`src/rtl/apb_node_pkg.sv`:
```
// apb_node_pkg: shared state encoding and default SoC peripheral address map
package apb_node_pkg;
  typedef enum logic [1:0] {IDLE, SETUP, ACCESS, RESP} state_e;
  localparam int NB_MASTER_DEF = 9;
  // index order: UART, GPIO, SPI, timer, event unit, I2C, FLL, SoC ctrl, debug
  localparam logic [NB_MASTER_DEF-1:0][31:0] DEF_START = {
    32'h1A11_0000, 32'h1A10_7000, 32'h1A10_6000, 32'h1A10_5000, 32'h1A10_4000,
    32'h1A10_3000, 32'h1A10_2000, 32'h1A10_1000, 32'h1A10_0000};
  localparam logic [NB_MASTER_DEF-1:0][31:0] DEF_END = {
    32'h1A11_7FFF, 32'h1A10_7FFF, 32'h1A10_6FFF, 32'h1A10_5FFF, 32'h1A10_4FFF,
    32'h1A10_3FFF, 32'h1A10_2FFF, 32'h1A10_1FFF, 32'h1A10_0FFF};
endpackage

```
`src/rtl/apb_addr_dec.sv`:
```
// apb_addr_dec: inclusive-range address decode with lowest-index priority
module apb_addr_dec #(
  parameter int NB_MASTER  = 9,
  parameter int ADDR_WIDTH = 32,
  parameter int IDX_WIDTH  = 4
) (
  input  logic [ADDR_WIDTH-1:0]                addr,
  input  logic [NB_MASTER-1:0][ADDR_WIDTH-1:0] start_addr,
  input  logic [NB_MASTER-1:0][ADDR_WIDTH-1:0] end_addr,
  output logic [NB_MASTER-1:0]                 hit_vec,
  output logic                                 hit,
  output logic [IDX_WIDTH-1:0]                 idx
);
  // scanning downwards lets the lowest matching index overwrite the others
  always_comb begin
    hit = 1'b0;
    idx = '0;
    for (int i = NB_MASTER - 1; i >= 0; i--)
      if (start_addr[i] <= addr && addr <= end_addr[i]) begin
        hit = 1'b1;
        idx = IDX_WIDTH'(i);
      end
    hit_vec = hit ? NB_MASTER'(1) << idx : '0;
  end
endmodule

```
`src/rtl/apb_node_to.sv`:
```
// apb_node_to: registered APB 1-to-N demux with programmable map, decode error
// response and per-transfer timeout
module apb_node_to
  import apb_node_pkg::*;
#(
  parameter int          NB_MASTER      = NB_MASTER_DEF,
  parameter int          APB_ADDR_WIDTH = 32,
  parameter int          APB_DATA_WIDTH = 32,
  parameter int          TIMEOUT_CYCLES = 256,
  parameter logic [31:0] ERR_RDATA      = 32'hBADA_CCE5
) (
  input  logic                                     HCLK,
  input  logic                                     HRESETn,
  input  logic [APB_ADDR_WIDTH-1:0]                s_paddr,
  input  logic [APB_DATA_WIDTH-1:0]                s_pwdata,
  input  logic                                     s_pwrite,
  input  logic                                     s_psel,
  input  logic                                     s_penable,
  output logic [APB_DATA_WIDTH-1:0]                s_prdata,
  output logic                                     s_pready,
  output logic                                     s_pslverr,
  output logic [APB_ADDR_WIDTH-1:0]                m_paddr,
  output logic [APB_DATA_WIDTH-1:0]                m_pwdata,
  output logic                                     m_pwrite,
  output logic [NB_MASTER-1:0]                     m_psel,
  output logic                                     m_penable,
  input  logic [NB_MASTER-1:0][APB_DATA_WIDTH-1:0] m_prdata,
  input  logic [NB_MASTER-1:0]                     m_pready,
  input  logic [NB_MASTER-1:0]                     m_pslverr,
  input  logic [NB_MASTER-1:0][APB_ADDR_WIDTH-1:0] start_addr_i,
  input  logic [NB_MASTER-1:0][APB_ADDR_WIDTH-1:0] end_addr_i,
  output logic                                     timeout_o
);
  localparam int IW = NB_MASTER > 1 ? $clog2(NB_MASTER) : 1;
  localparam int CW = TIMEOUT_CYCLES > 1 ? $clog2(TIMEOUT_CYCLES) : 1;
  localparam logic [APB_DATA_WIDTH-1:0] ERR = APB_DATA_WIDTH'(ERR_RDATA);
  state_e                  state;
  logic [IW-1:0]           idx, dec_idx;
  logic [NB_MASTER-1:0]    dec_vec;
  logic                    dec_hit;
  logic [CW-1:0]           cnt;
  apb_addr_dec #(.NB_MASTER(NB_MASTER), .ADDR_WIDTH(APB_ADDR_WIDTH), .IDX_WIDTH(IW)) u_dec (
    .addr(s_paddr), .start_addr(start_addr_i), .end_addr(end_addr_i),
    .hit_vec(dec_vec), .hit(dec_hit), .idx(dec_idx)
  );
  always_ff @(posedge HCLK or negedge HRESETn)
    if (!HRESETn) begin
      state     <= IDLE;
      idx       <= '0;
      cnt       <= '0;
      m_paddr   <= '0;
      m_pwdata  <= '0;
      m_pwrite  <= 1'b0;
      m_psel    <= '0;
      m_penable <= 1'b0;
      s_prdata  <= '0;
      s_pready  <= 1'b0;
      s_pslverr <= 1'b0;
      timeout_o <= 1'b0;
    end else begin
      s_pready  <= 1'b0;
      s_pslverr <= 1'b0;
      timeout_o <= 1'b0;
      unique case (state)
        IDLE:
          if (s_psel && !s_penable) begin
            m_paddr  <= s_paddr;
            m_pwdata <= s_pwdata;
            m_pwrite <= s_pwrite;
            idx      <= dec_idx;
            if (dec_hit) begin
              m_psel <= dec_vec;
              state  <= SETUP;
            end else begin
              s_prdata  <= ERR;
              s_pslverr <= 1'b1;
              s_pready  <= 1'b1;
              state     <= RESP;
            end
          end
        SETUP: begin
          m_penable <= 1'b1;
          cnt       <= '0;
          state     <= ACCESS;
        end
        ACCESS: begin
          cnt <= cnt + 1'b1;
          if (m_pready[idx]) begin
            m_psel    <= '0;
            m_penable <= 1'b0;
            s_prdata  <= m_prdata[idx];
            s_pslverr <= m_pslverr[idx];
            s_pready  <= 1'b1;
            state     <= RESP;
          end else if (TIMEOUT_CYCLES != 0 && cnt == CW'(TIMEOUT_CYCLES - 1)) begin
            m_psel    <= '0;
            m_penable <= 1'b0;
            s_prdata  <= ERR;
            s_pslverr <= 1'b1;
            s_pready  <= 1'b1;
            timeout_o <= 1'b1;
            state     <= RESP;
          end
        end
        RESP: state <= IDLE;
      endcase
    end
endmodule

```
`config.mk`:
```
export PLATFORM = sky130hd
export DESIGN_NAME = apb_node_to
export DESIGN_NICKNAME = d
export VERILOG_FILES = /design/src/rtl/apb_node_pkg.sv /design/src/rtl/apb_addr_dec.sv /design/src/rtl/apb_node_to.sv
export SDC_FILE = /design/constraint.sdc
export NUM_CORES = 1
export LEC_CHECK = 0
export ABC_AREA = 1
export CAP_MARGIN = 0
export CELL_PAD_IN_SITES_DETAIL_PLACEMENT = 1
export CELL_PAD_IN_SITES_GLOBAL_PLACEMENT = 1
export CORE_AREA = 2 2 419 421
export DETAILED_ROUTE_END_ITERATION = 16
export DIE_AREA = 0 0 421 423
export PLACE_DENSITY_LB_ADDON = 0.1
export SETUP_SLACK_MARGIN = 0.15
export SLEW_MARGIN = 20
export SYNTH_ARGS = -nofsm -noshare
export SYNTH_HDL_FRONTEND = slang
export SYNTH_SLANG_ARGS = --single-unit
```
`constraint.sdc`:
```
create_clock -name HCLK -period 2.85 [get_ports HCLK]
set_clock_uncertainty 0.1 [all_clocks]
set_input_delay 0.855 -clock HCLK [delete_from_list [all_inputs] [get_ports HCLK]]
set_output_delay 0.855 -clock HCLK [all_outputs]
set_load 0.01 [all_outputs]
```
==> impl_metrics.env <==
export IMPL_ys_async_sr_fraction_pct=100.0
export IMPL_endpoint_kind="flip-flop"
export IMPL_initial_core_util_pct=12.64
export IMPL_synth_net_count=4628
export IMPL_multi_input_area_sq_um=18350
export IMPL_syn_inst=3098
export IMPL_vias_in_the_first_global_route=29017
export IMPL_first_pass_grt_wire_length_um=208800
export IMPL_layout_drive_gt1_share_pct=19.49
export IMPL_synth_top_cells_by_count="sky130_fd_sc_hd__nand2_1 (650), sky130_fd_sc_hd__ha_1 (579), sky130_fd_sc_hd__inv_1 (471)"
export IMPL_critical_path_most_common_cell="sky130_fd_sc_hd__nand2_2"
export IMPL_floorplan_io_pins=1061
export IMPL_finish_net_count=6042
export IMPL_cts_inserted_buffers=17
export IMPL_yosys_area_top_type_share_pct=33.09
export IMPL_cts_tree="built"
export IMPL_initial_antenna_violation_count=75
export IMPL_synthDominantAreaCellType="sky130_fd_sc_hd__ha_1"
export IMPL_p_leak_nw=19.25
export IMPL_achievable_frequency_mhz=302.6
export IMPL_max_cap_violations=0
export IMPL_combinational_family_with_the_most_area_after_synthesis="adder cells"
export IMPL_ant_nets=0
export IMPL_areaGrowthSynthToFinish_pct=88.32
export IMPL_setup_repair_after_global_routing_missed_its_margin="true"
export IMPL_r2r_start="idx[0]"
export IMPL_final_setup_viol_count=48
export IMPL_cp_startpoint="end_addr_i[19]"
export IMPL_synth_edff_count=0
export IMPL_clkTransAtPathRegs_ps=60
export IMPL_dr_total_vias=26723
export IMPL_viasPerCell=3.885
export IMPL_timing_hold_violations_final=0
export IMPL_critical_path_max_stage_delay_ps=580
export IMPL_relSlewSlack_pct=58.60
export IMPL_fill_cell_total_of_the_finished_layout=20580
export IMPL_regArea_sq_um=3112
export IMPL_crit_family="simple AND/OR/NAND/NOR gates"
export IMPL_data_required_critical_path_ps=3100
export IMPL_post_layout_nonfiller_instances=6878
export IMPL_grt_ovfl_total=0
export IMPL_placeable_core_region_sq_um=173200
export IMPL_cells_along_the_critical_path="clkdlybuf4s50_1, inv_1, ha_1, nand4_1, nor4_2, buf_4, nand2_1, nand2_1, nand2_2, nand2_2, nand2_4, nor2_8, nand3_4, nand2_4, nand2_8, buf_12, nand2_2, o21ai_2"
export IMPL_seq_area_frac_synth_pct=14.17
export IMPL_synth_compound_area_share_pct=18.72
export IMPL_grt_max_degree=70
export IMPL_die_area_sq_um=178100
export IMPL_critPathSlowestCell="sky130_fd_sc_hd__clkdlybuf4s50_1"
export IMPL_violations="negative setup slack"
export IMPL_pwr_density_cell_nw_per_um2=432.5
export IMPL_floorplan_die_width_um=421
export IMPL_crit_buf_inv=4
export IMPL_yosys_area_share_adder_pct=33.09
export IMPL_timing_worst_slew_pin_value_ps=621.0
export IMPL_fin_crit_ps=3304
export IMPL_num_rows=153
export IMPL_worst_skew_pair_late_latency_ps=460
export IMPL_grt_util_all_layers_pct=16.33
export IMPL_setup_ws_ps=-454.4
export IMPL_yosys_warnings=0
export IMPL_post_route_util_pct=23.80
export IMPL_cts_h_tree_lvls=4
export IMPL_r2r_end="s_prdata[10]"
export IMPL_avgSynthCellArea_sq_um=7.067
export IMPL_power_mw=17.83
export IMPL_timing_final_crit_share_pct=115.9
export IMPL_worstPathArrival_ps=3550
export IMPL_status="finished with violations"
export IMPL_route_final_wire_length_um=149600
export IMPL_ys_ff_latch=124
export IMPL_synth_xor_area_share_pct=0.08000
export IMPL_vdd_drop_max_v=0.0004046
export IMPL_place_detailed_hpwl_um=132700
export IMPL_cts_sinks=124
export IMPL_synth_main_ff_cell="sky130_fd_sc_hd__dfrtp_1"
export IMPL_routabilityCongestion=0.8125
export IMPL_clk_root_buffer_cell="sky130_fd_sc_hd__clkbuf_16"
export IMPL_hold_path_class="input pin to asynchronous set/reset pin"
export IMPL_firstDrtPassIters=4
export IMPL_buffer_ports_inserted=1060
export IMPL_yosys_cell_count_top_type="sky130_fd_sc_hd__nand2_1"
export IMPL_post_synth_and_or_nand_nor_area_fraction_pct=20.34
export IMPL_post_route_drc_count=0
export IMPL_critical_path_fanout_max=12
export IMPL_timing_final_max_slew_violations=0
export IMPL_reg2reg_depth=12
export IMPL_wl_per_cell_um=21.76
export IMPL_setup_worst_path_start_class="input pin"
export IMPL_cell_types_occupying_the_most_area_after_synthesis="sky130_fd_sc_hd__ha_1 (33%), sky130_fd_sc_hd__dfrtp_1 (14%), sky130_fd_sc_hd__nand2_1 (11%), sky130_fd_sc_hd__inv_1 (8.1%), sky130_fd_sc_hd__a21oi_1 (6.6%)"
export IMPL_timing_worst_setup_path_type="input pin to flip-flop"
export IMPL_chipHeight_um=423
export IMPL_drt_iter0_drc=683
export IMPL_ys_types=49
export IMPL_r2r_slack_ps=70
export IMPL_synth_mux_area_fraction_pct=3.937
export IMPL_placement_setup_worst_slack_ps=-1798
export IMPL_crit_path_end="s_prdata[0]"
export IMPL_critical_path_cell_count=18
export IMPL_clock_tree_buffer_depth=2
export IMPL_mappedNetlistArea_sq_um=21890
export IMPL_dpl_cell_count=6750
==> sequential cells by signal (all words and copies together) (netlist names) <==
register / count
m_paddr: 32
m_pwdata: 32
s_prdata: 32
m_psel: 9
cnt: 8
idx: 4
state: 2
m_penable: 1
m_pwrite: 1
s_pready: 1
s_pslverr: 1
timeout_o: 1
==> cells by family (layout without fill, tap and decap cells) <==
logic type / count (synthesis) / in the layout
fa+ha+maj: 579 / 579
mux: 82 / 82
simple gates: 1071 / 1071
compound gates: 692 / 692
xor+xnor: 2 / 2
buf+inv: 548 / 1975
flops: 124 / 124
other cells: 0 / 28
==> layout make-up <==
class / instances / share of cell area [%]
multi-input combinational: 2426 / 44.50
timing repair buffer: 1468 / 34.94
sequential: 124 / 7.547
tap: 2325 / 7.055
inverter: 475 / 4.449
clock buffer: 17 / 1.032
clock inverter: 15 / 0.3126
antenna: 28 / 0.1699
==> power breakdown <==
group	switching [mW]	internal (mW)	leakage [nW]
registers	0.505	2.54	1.55
clock network	1.02	1.14	0.272
logic	6.59	6.03	17.4
==> metrics by stage <==
stage / area (sq um) / setup TNS (ps) / hold slack (ps)
after floorplan: 21930 / -3810 / 349.1
after global routing: 41220 / -26040 / 197.9
after detailed placement: 38140 / -83320 / 368.4
final: 41230 / -19560 / 207.1
after CTS: 40000 / -21520 / 177.3
after global placement: 38140 / -80490 / 366.3
==> cell usage in the layout (no fill, tap or decap), types with 100 or more instances in the layout <==
master,count
sky130_fd_sc_hd__nand2_1,538
sky130_fd_sc_hd__o21ai_0,181
sky130_fd_sc_hd__nand2_2,100
sky130_fd_sc_hd__nor2_1,213
sky130_fd_sc_hd__ha_1,533
sky130_fd_sc_hd__dfrtp_1,121
sky130_fd_sc_hd__buf_4,316
sky130_fd_sc_hd__a21oi_1,260
sky130_fd_sc_hd__inv_1,443
sky130_fd_sc_hd__clkdlybuf4s50_1,1012
==> worst min-delay path by stage <==
stage | endpoint | slack, ps | start
final | s_prdata[25] | 210 | HRESETn
after global routing | s_prdata[25] | 200 | HRESETn
after CTS | s_prdata[25] | 180 | HRESETn
after detailed placement | s_prdata[10] | 370 | s_prdata[10]
after global placement | m_paddr[23] | 370 | m_paddr[23]
after floorplan | state[0] | 350 | state[0]
==> what timing repair did <==
| item | CTS | global route |
|---|---|---|
| hold buffers | 0 | 0 |
| resized for setup | 326 | 227 |
| setup buffers | 37 | 28 |
| pin swaps | 67 | 101 |
| setup endpoints to repair | 48 | 48 |
| gates cloned | 1 | 2 |
==> layer usage <==
layer	vias to the layer above	routed length [um]	part of all wire (%)	GRT usage [%]
li1	13387	-	-	-
met1	12501	55410	37	16.74
met2	634	83900	56	32.56
met4	36	4201	2.8	5.683
met5	-	233	0.16	0
met3	165	5889	3.9	2.956
Power figures use the tool's default switching activity.
